**src/rtl/fetch_controller_if.sv**
```systemverilog
// Instruction-memory read port and fetch-to-decode handshake.
// The master side belongs to the fetch controller; the slave side is the
// memory/decode environment.
interface fetch_controller_if;
  // Instruction memory bus
  logic        imem_req;
  logic [15:0] imem_address;
  logic        imem_ack;
  logic [15:0] imem_data;

  // Fetch-to-decode handshake
  logic        instr_valid;
  logic [15:0] instr;
  logic [15:0] instr_address;
  logic        instr_ready;

  modport master (
    output imem_req,
    output imem_address,
    input  imem_ack,
    input  imem_data,
    output instr_valid,
    output instr,
    output instr_address,
    input  instr_ready
  );

  modport slave (
    input  imem_req,
    input  imem_address,
    output imem_ack,
    output imem_data,
    input  instr_valid,
    input  instr,
    input  instr_address,
    output instr_ready
  );
endinterface

```
**src/rtl/fetch_controller.sv**
```systemverilog
// Single-entry instruction fetch controller.
// A four-state FSM issues one memory read, holds the returned word until
// decode takes it, then advances the PC and issues the next read. Halt and
// redirect preempt the in-flight fetch; halt is sticky until reset.
module fetch_controller #(
  parameter logic [15:0] RESET_VECTOR = 16'h0000,
  parameter logic [15:0] PC_STEP      = 16'd1
) (
  input  logic                 clk,
  input  logic                 reset,
  input  logic                 start,
  input  logic                 halt,
  input  logic                 redirect_valid,
  input  logic [15:0]          redirect_address,
  fetch_controller_if.master   bus,
  output logic [15:0]          current_address,
  output logic                 halted
);

  typedef enum logic [1:0] {
    IDLE   = 2'd0,
    REQ    = 2'd1,
    HOLD   = 2'd2,
    HALTED = 2'd3
  } state_t;

  state_t      r_state;
  state_t      w_state_next;
  logic [15:0] r_pc;
  logic [15:0] w_pc_next;
  logic        w_capture;
  logic [15:0] r_instr;
  logic [15:0] r_instr_address;
  logic        r_imem_req;
  logic        r_instr_valid;
  logic        r_halted;

  // Next-state and PC selection; priority is halt, redirect, ack/ready, start.
  always_comb begin
    // NOTE: every signal gets a default before the case so no path leaves it
    // unassigned, which would otherwise infer a latch.
    w_state_next = r_state;
    w_pc_next    = r_pc;
    w_capture    = 1'b0;

    case (r_state)
      IDLE: begin
        // Redirects are meaningless before fetching starts.
        if (halt) begin
          w_state_next = HALTED;
        end else if (start) begin
          w_state_next = REQ;
        end
      end

      REQ: begin
        if (halt) begin
          w_state_next = HALTED;
        end else if (redirect_valid) begin
          // Same-cycle ack is dropped: its data belongs to the old stream.
          w_state_next = REQ;
          w_pc_next    = redirect_address;
        end else if (bus.imem_ack) begin
          w_state_next = HOLD;
          w_capture    = 1'b1;
        end
      end

      HOLD: begin
        if (halt) begin
          w_state_next = HALTED;
        end else if (redirect_valid) begin
          // The held instruction is discarded and the PC does not advance.
          w_state_next = REQ;
          w_pc_next    = redirect_address;
        end else if (bus.instr_ready) begin
          w_state_next = REQ;
          w_pc_next    = r_pc + PC_STEP;  // 16-bit add wraps silently
        end
      end

      HALTED: begin
        // Sticky: only reset leaves this state.
        w_state_next = HALTED;
      end

      default: begin
        w_state_next = IDLE;
      end
    endcase
  end

  // State, PC, captured instruction and registered output decodes.
  always_ff @(posedge clk) begin
    // NOTE: sequential state uses non-blocking assignments so every flop
    // samples the pre-edge values regardless of statement order.
    if (reset) begin
      r_state         <= IDLE;
      r_pc            <= RESET_VECTOR;
      r_instr         <= 16'h0000;
      r_instr_address <= 16'h0000;
      r_imem_req      <= 1'b0;
      r_instr_valid   <= 1'b0;
      r_halted        <= 1'b0;
    end else begin
      r_state       <= w_state_next;
      r_pc          <= w_pc_next;
      r_imem_req    <= (w_state_next == REQ);
      r_instr_valid <= (w_state_next == HOLD);
      r_halted      <= (w_state_next == HALTED);
      if (w_capture) begin
        r_instr         <= bus.imem_data;
        r_instr_address <= r_pc;
      end
    end
  end

  assign bus.imem_req      = r_imem_req;
  assign bus.imem_address  = r_pc;
  assign bus.instr_valid   = r_instr_valid;
  assign bus.instr         = r_instr;
  assign bus.instr_address = r_instr_address;
  assign current_address   = r_pc;
  assign halted            = r_halted;

endmodule

```
**src/flat_wrapper.sv**
```systemverilog
// flat-port wrapper written by rule: the top's interface ports become plain ports
module fetch_controller_flat 
#(
  parameter logic [15:0] RESET_VECTOR = 16'h0000,
  parameter logic [15:0] PC_STEP      = 16'd1
)
  (clk, reset, start, halt, redirect_valid, redirect_address, current_address, halted, bus_imem_req, bus_imem_address, bus_imem_ack, bus_imem_data, bus_instr_valid, bus_instr, bus_instr_address, bus_instr_ready);
  fetch_controller_if bus_i ();
  input  logic clk;
  input  logic reset;
  input  logic start;
  input  logic halt;
  input  logic redirect_valid;
  input  logic [15:0] redirect_address;
  output logic [15:0] current_address;
  output logic halted;
  output wire logic [$bits(bus_i.imem_req)-1:0] bus_imem_req;
  output wire logic [$bits(bus_i.imem_address)-1:0] bus_imem_address;
  input wire logic [$bits(bus_i.imem_ack)-1:0] bus_imem_ack;
  input wire logic [$bits(bus_i.imem_data)-1:0] bus_imem_data;
  output wire logic [$bits(bus_i.instr_valid)-1:0] bus_instr_valid;
  output wire logic [$bits(bus_i.instr)-1:0] bus_instr;
  output wire logic [$bits(bus_i.instr_address)-1:0] bus_instr_address;
  input wire logic [$bits(bus_i.instr_ready)-1:0] bus_instr_ready;
  assign bus_imem_req = bus_i.imem_req;
  assign bus_imem_address = bus_i.imem_address;
  assign bus_i.imem_ack = bus_imem_ack;
  assign bus_i.imem_data = bus_imem_data;
  assign bus_instr_valid = bus_i.instr_valid;
  assign bus_instr = bus_i.instr;
  assign bus_instr_address = bus_i.instr_address;
  assign bus_i.instr_ready = bus_instr_ready;
  fetch_controller #(.RESET_VECTOR(RESET_VECTOR), .PC_STEP(PC_STEP)) u_core (.clk(clk), .reset(reset), .start(start), .halt(halt), .redirect_valid(redirect_valid), .redirect_address(redirect_address), .bus(bus_i), .current_address(current_address), .halted(halted));
endmodule
```
**config.mk**
```make
export PLATFORM = sky130hd
export DESIGN_NAME = fetch_controller_flat
export DESIGN_NICKNAME = d
export VERILOG_FILES = /design/src/rtl/fetch_controller_if.sv /design/src/rtl/fetch_controller.sv /design/src/flat_wrapper.sv
export SDC_FILE = /design/constraint.sdc
export NUM_CORES = 1
export LEC_CHECK = 0
export CORE_MARGIN = 2
export CORE_UTILIZATION = 43
export CTS_CLUSTER_DIAMETER = 200
export DETAILED_ROUTE_END_ITERATION = 10
export PLACE_DENSITY = 0.92
export SYNTH_ARGS = -nofsm -noshare
export SYNTH_HDL_FRONTEND = slang
export SYNTH_SLANG_ARGS = --single-unit
```
**constraint.sdc**
```tcl
create_clock -name clk -period 2.3 [get_ports clk]
set_input_delay 0.46 -clock clk [delete_from_list [all_inputs] [get_ports clk]]
set_output_delay 0.46 -clock clk [all_outputs]
set_load 0.01 [all_outputs]
```
==> results.json <==
{
  "synth-async-reset-ratio_pct": 0,
  "core_um2": 5610,
  "worstHoldPathCells": 2,
  "syn-instance-count": 312,
  "fp-row-count": 27,
  "detailedRoute.firstIterationViolations": 128,
  "remaining_number_of_nets_flagged_by_the_antenna_check_after_routing": 0,
  "synth.yosys.seq_area_share_pct": 41.8,
  "post_route_cells_drive_above_1_share_pct": 7.04,
  "timing.critical_path.from_type": "input port",
  "internal-power_mw": 1.34,
  "finalWorstPathRequiredPeriod_ns": 1.96,
  "timing_max_transition_violations_final": 0,
  "areaGrowthSynthToFinish_pct": 42.4,
  "synthesis.yosys.warnings": 0,
  "arrival_ns": 2.18,
  "postSynth.topFlopCell": "sky130_fd_sc_hd__dfxtp_1",
  "timing.reg2reg.setup_slack_ns": 0.51,
  "drt-wirelength-per-cell_um": 15.2,
  "synthesis.area_per_instance_um2": 8.14,
  "maximum_level_of_the_cts_h_tree": 2,
  "final.setup.tns_ns": 0,
  "comb_power_share_pct": 18.0,
  "worst_skew_pair.late_latency_ns": 0.30,
  "clock_tree_root": "sky130_fd_sc_hd__clkbuf_8",
  "path_clk_slew_ns": 0.09,
  "final_hold_viol_count": 0,
  "tritoncts": "built",
  "max_freq_mhz": 510,
  "grt_setup_unrepaired": "false",
  "net-switching-power_mw": 0.480,
  "cp_data_required_time_ns": 2.52,
  "grt_max_degree": 47,
  "cts_hold_buffers": 0,
  "path_max_fanout": 12,
  "die_h_um": 80.9,
  "max_slew.worst_pin.slew_ns": 0.496,
  "fin_crit_sh_pct": 85.3,
  "min-delay-path-class": "flop to flop",
  "ioPinCount": 106,
  "grt_first_pass_wirelength_um": 11500,
  "p_per_area_nw_per_um2": 504,
  "timing.hold.worst.start": "u_core.bus.instr_address[6]",
  "multiInputGateArea_um2": 1220,
  "ir_worst_vdd_uv": 239,
  "run_status": "completed",
  "cts.repair_timing.setup_buffer_count": 0,
  "syn_nets": 352,
  "place_congestion": 0.822,
  "postRouteWirelength_um": 7140,
  "cts_buffers": 5,
  "fillerInstances": 492,
  "antenna_violations_before_repair": 0,
  "clock-skew-final_ns": 0.00638,
  "timing.max_slew.rel_slack_pct": 67.0,
  "r2r_cells": 4,
  "num-nets-final": 437,
  "synth_edf_count": 0,
  "route.detailed.drc": 0,
  "detailroute.via_count": 2609,
  "detailed_place_hpwl_um": 4950,
  "crit-reg2reg-capture": "u_core.bus.imem_address[11]",
  "port-buffer-count": 105,
  "syn-cell-area_um2": 2540,
  "grt.total_usage_pct": 22.1,
  "globalRouteOverflowTotal": 0,
  "hold_end": "u_core.bus.instr_address[6]",
  "synth.lib_cells_used.distinct": 52,
  "rr_startpoint": "u_core.bus.imem_address[3]",
  "critical_path_class": "input port to flop",
  "first_global_vias": 2415,
  "antennaDiodeCount": 0,
  "dr.pass1.iters": 5,
  "switching_share_pct": 26.3,
  "clock_sink_count": 53,
  "post_drt_via_cell_ratio": 5.55,
  "ys_ff_latch": 53,
  "worst_setup_path_startpoint": "redirect_valid",
  "cts-root-to-sink-buffers": 2,
  "power_frac_clock_pct": 28.0,
  "final_core_util_pct": 64.5,
  "cap_violations": 0,
  "setup_viol": 0,
  "worstSetupEndpointType": "flop",
  "initial_core_util_pct": 45.3,
  "power.sequential.fraction_pct": 54.0,
  "p_leak_nw": 1.23,
  "sequential_cell_area_um2": 1060,
  "die-area_um2": 6540,
  "post_cts.resized_instances": 0,
  "die_w_um": 80.9
}
==> power by group through the flow <==
stage | combinational (mW) | sequential [mW] | clock (mW)
floorplan | 0.160 | 1.01 | 0
global placement | 0.318 | 1.00 | 0
detailed placement | 0.325 | 1.01 | 0
CTS | 0.328 | 0.985 | 0.525
global route | 0.353 | 0.992 | 0.571
finish | 0.328 | 0.986 | 0.511
==> routing by layer <==
| metal | track usage (%) | up-vias | wire length, µm |
|---|---|---|---|
| met4 | 6.10 | 0 | 105 |
| met3 | 4.78 | 14 | 572 |
| met2 | 37.4 | 132 | 3400 |
| met1 | 28.5 | 1197 | 3060 |
| li1 | - | 1266 | - |
| met5 | 0 | - | 0 |
==> cells in the final DEF, fill, tap and decap left out, drive strengths merged, types with 5 or more instances in the layout <==
cell / Yosys / routed
a31oi: 5 / 5
buf: 23 / 12
nand2: 81 / 81
clkdlybuf4s50: 0 / 104
a21oi: 38 / 38
nor2: 7 / 7
nor3: 5 / 5
dfxtp: 53 / 53
and2: 5 / 5
clkbuf: 15 / 7
nand4: 7 / 7
inv: 7 / 7
==> sequential cells by signal, indices dropped and copies added, names as in the netlist <==
register,count
u_core.bus.imem_address,16
u_core.bus.instr_address,16
u_core.halted,1
u_core.bus.imem_req,1
u_core.bus.instr_valid,1
u_core.r_state,2
u_core.bus.instr,16
==> logic make-up after synthesis <==
logic type	after synthesis	share of synthesized area, %
and+or+nand+nor	128	23.8
buffers and inverters	45	10.6
adders and majority gates	1	0.492
DFF	53	41.8
AOI/OAI and AO/OA	83	22.4
muxes	2	0.985
==> cell type report <==
class	count	share of cell area, %
Clock inverter	1	0.207
Timing Repair Buffer	116	31.5
Inverter	7	0.726
Clock buffer	7	2.11
Sequential cell	53	29.3
Multi-Input combinational cell	214	33.6
Tap cell	72	2.49
==> through the flow <==
stage	hold slack, ns	power [mW]	worst slack [ns]	cell area, µm²	std cells
2_1_floorplan	0.481	1.17	0.589	2540	312
3_3_place_gp	0.442	1.32	0.108	3530	462
3_5_place_dp	0.447	1.33	0.0521	3530	462
4_1_cts	0.460	1.84	0.363	3620	470
5_1_grt	0.485	1.91	0.251	3620	470
6_report	0.456	1.82	0.339	3620	470
==> critical path: stages <==
cell	delay, ns
sky130_fd_sc_hd__clkdlybuf4s50_1	0.60
sky130_fd_sc_hd__o21bai_1	0.13
sky130_fd_sc_hd__mux2_4	0.35
sky130_fd_sc_hd__or3_1	0.38
sky130_fd_sc_hd__a221oi_2	0.26
==> synth_stat cells (all sizes together), types with 2 or more instances <==
| library cell | instances | area share [%] |
|---|---|---|
| nand2 | 81 | 12 |
| dfxtp | 53 | 42 |
| a21oi | 38 | 7.5 |
| buf | 23 | 7.3 |
| clkbuf | 15 | 2.2 |
| inv | 7 | 1.0 |
| nand4 | 7 | 1.7 |
| nor2 | 7 | 1.0 |
| a31oi | 5 | 1.2 |
| and2 | 5 | 1.2 |
| nor3 | 5 | 1.2 |
| a211oi | 4 | 1.2 |
| and4 | 4 | 1.4 |
| o311ai | 4 | 1.4 |
| o31a | 4 | 1.4 |
| o31ai | 4 | 1.2 |
| o32ai | 4 | 1.4 |
| or3 | 4 | 0.98 |
| and3 | 3 | 0.74 |
| a221oi | 2 | 0.94 |
| a22oi | 2 | 0.59 |
| a311oi | 2 | 0.69 |
| nand3 | 2 | 0.39 |
| nor2b | 2 | 0.49 |
| nor3b | 2 | 0.59 |
| nor4 | 2 | 0.74 |
| o21ai | 2 | 0.39 |
| o221a | 2 | 0.89 |
| o221ai | 2 | 0.94 |
| or3b | 2 | 0.79 |
==> worst max-delay path by stage <==
stage	depth (start not counted)	slack, ns	end
finish	5	0.34	u_core.bus.imem_address[4]
global route	5	0.25	u_core.bus.imem_address[5]
CTS	5	0.36	u_core.bus.imem_address[4]
detailed placement	5	0.05	u_core.bus.imem_address[4]
global placement	5	0.11	u_core.bus.imem_address[4]
floorplan	6	0.59	u_core.bus.imem_address[8]
Power figures use the tool's default switching activity.
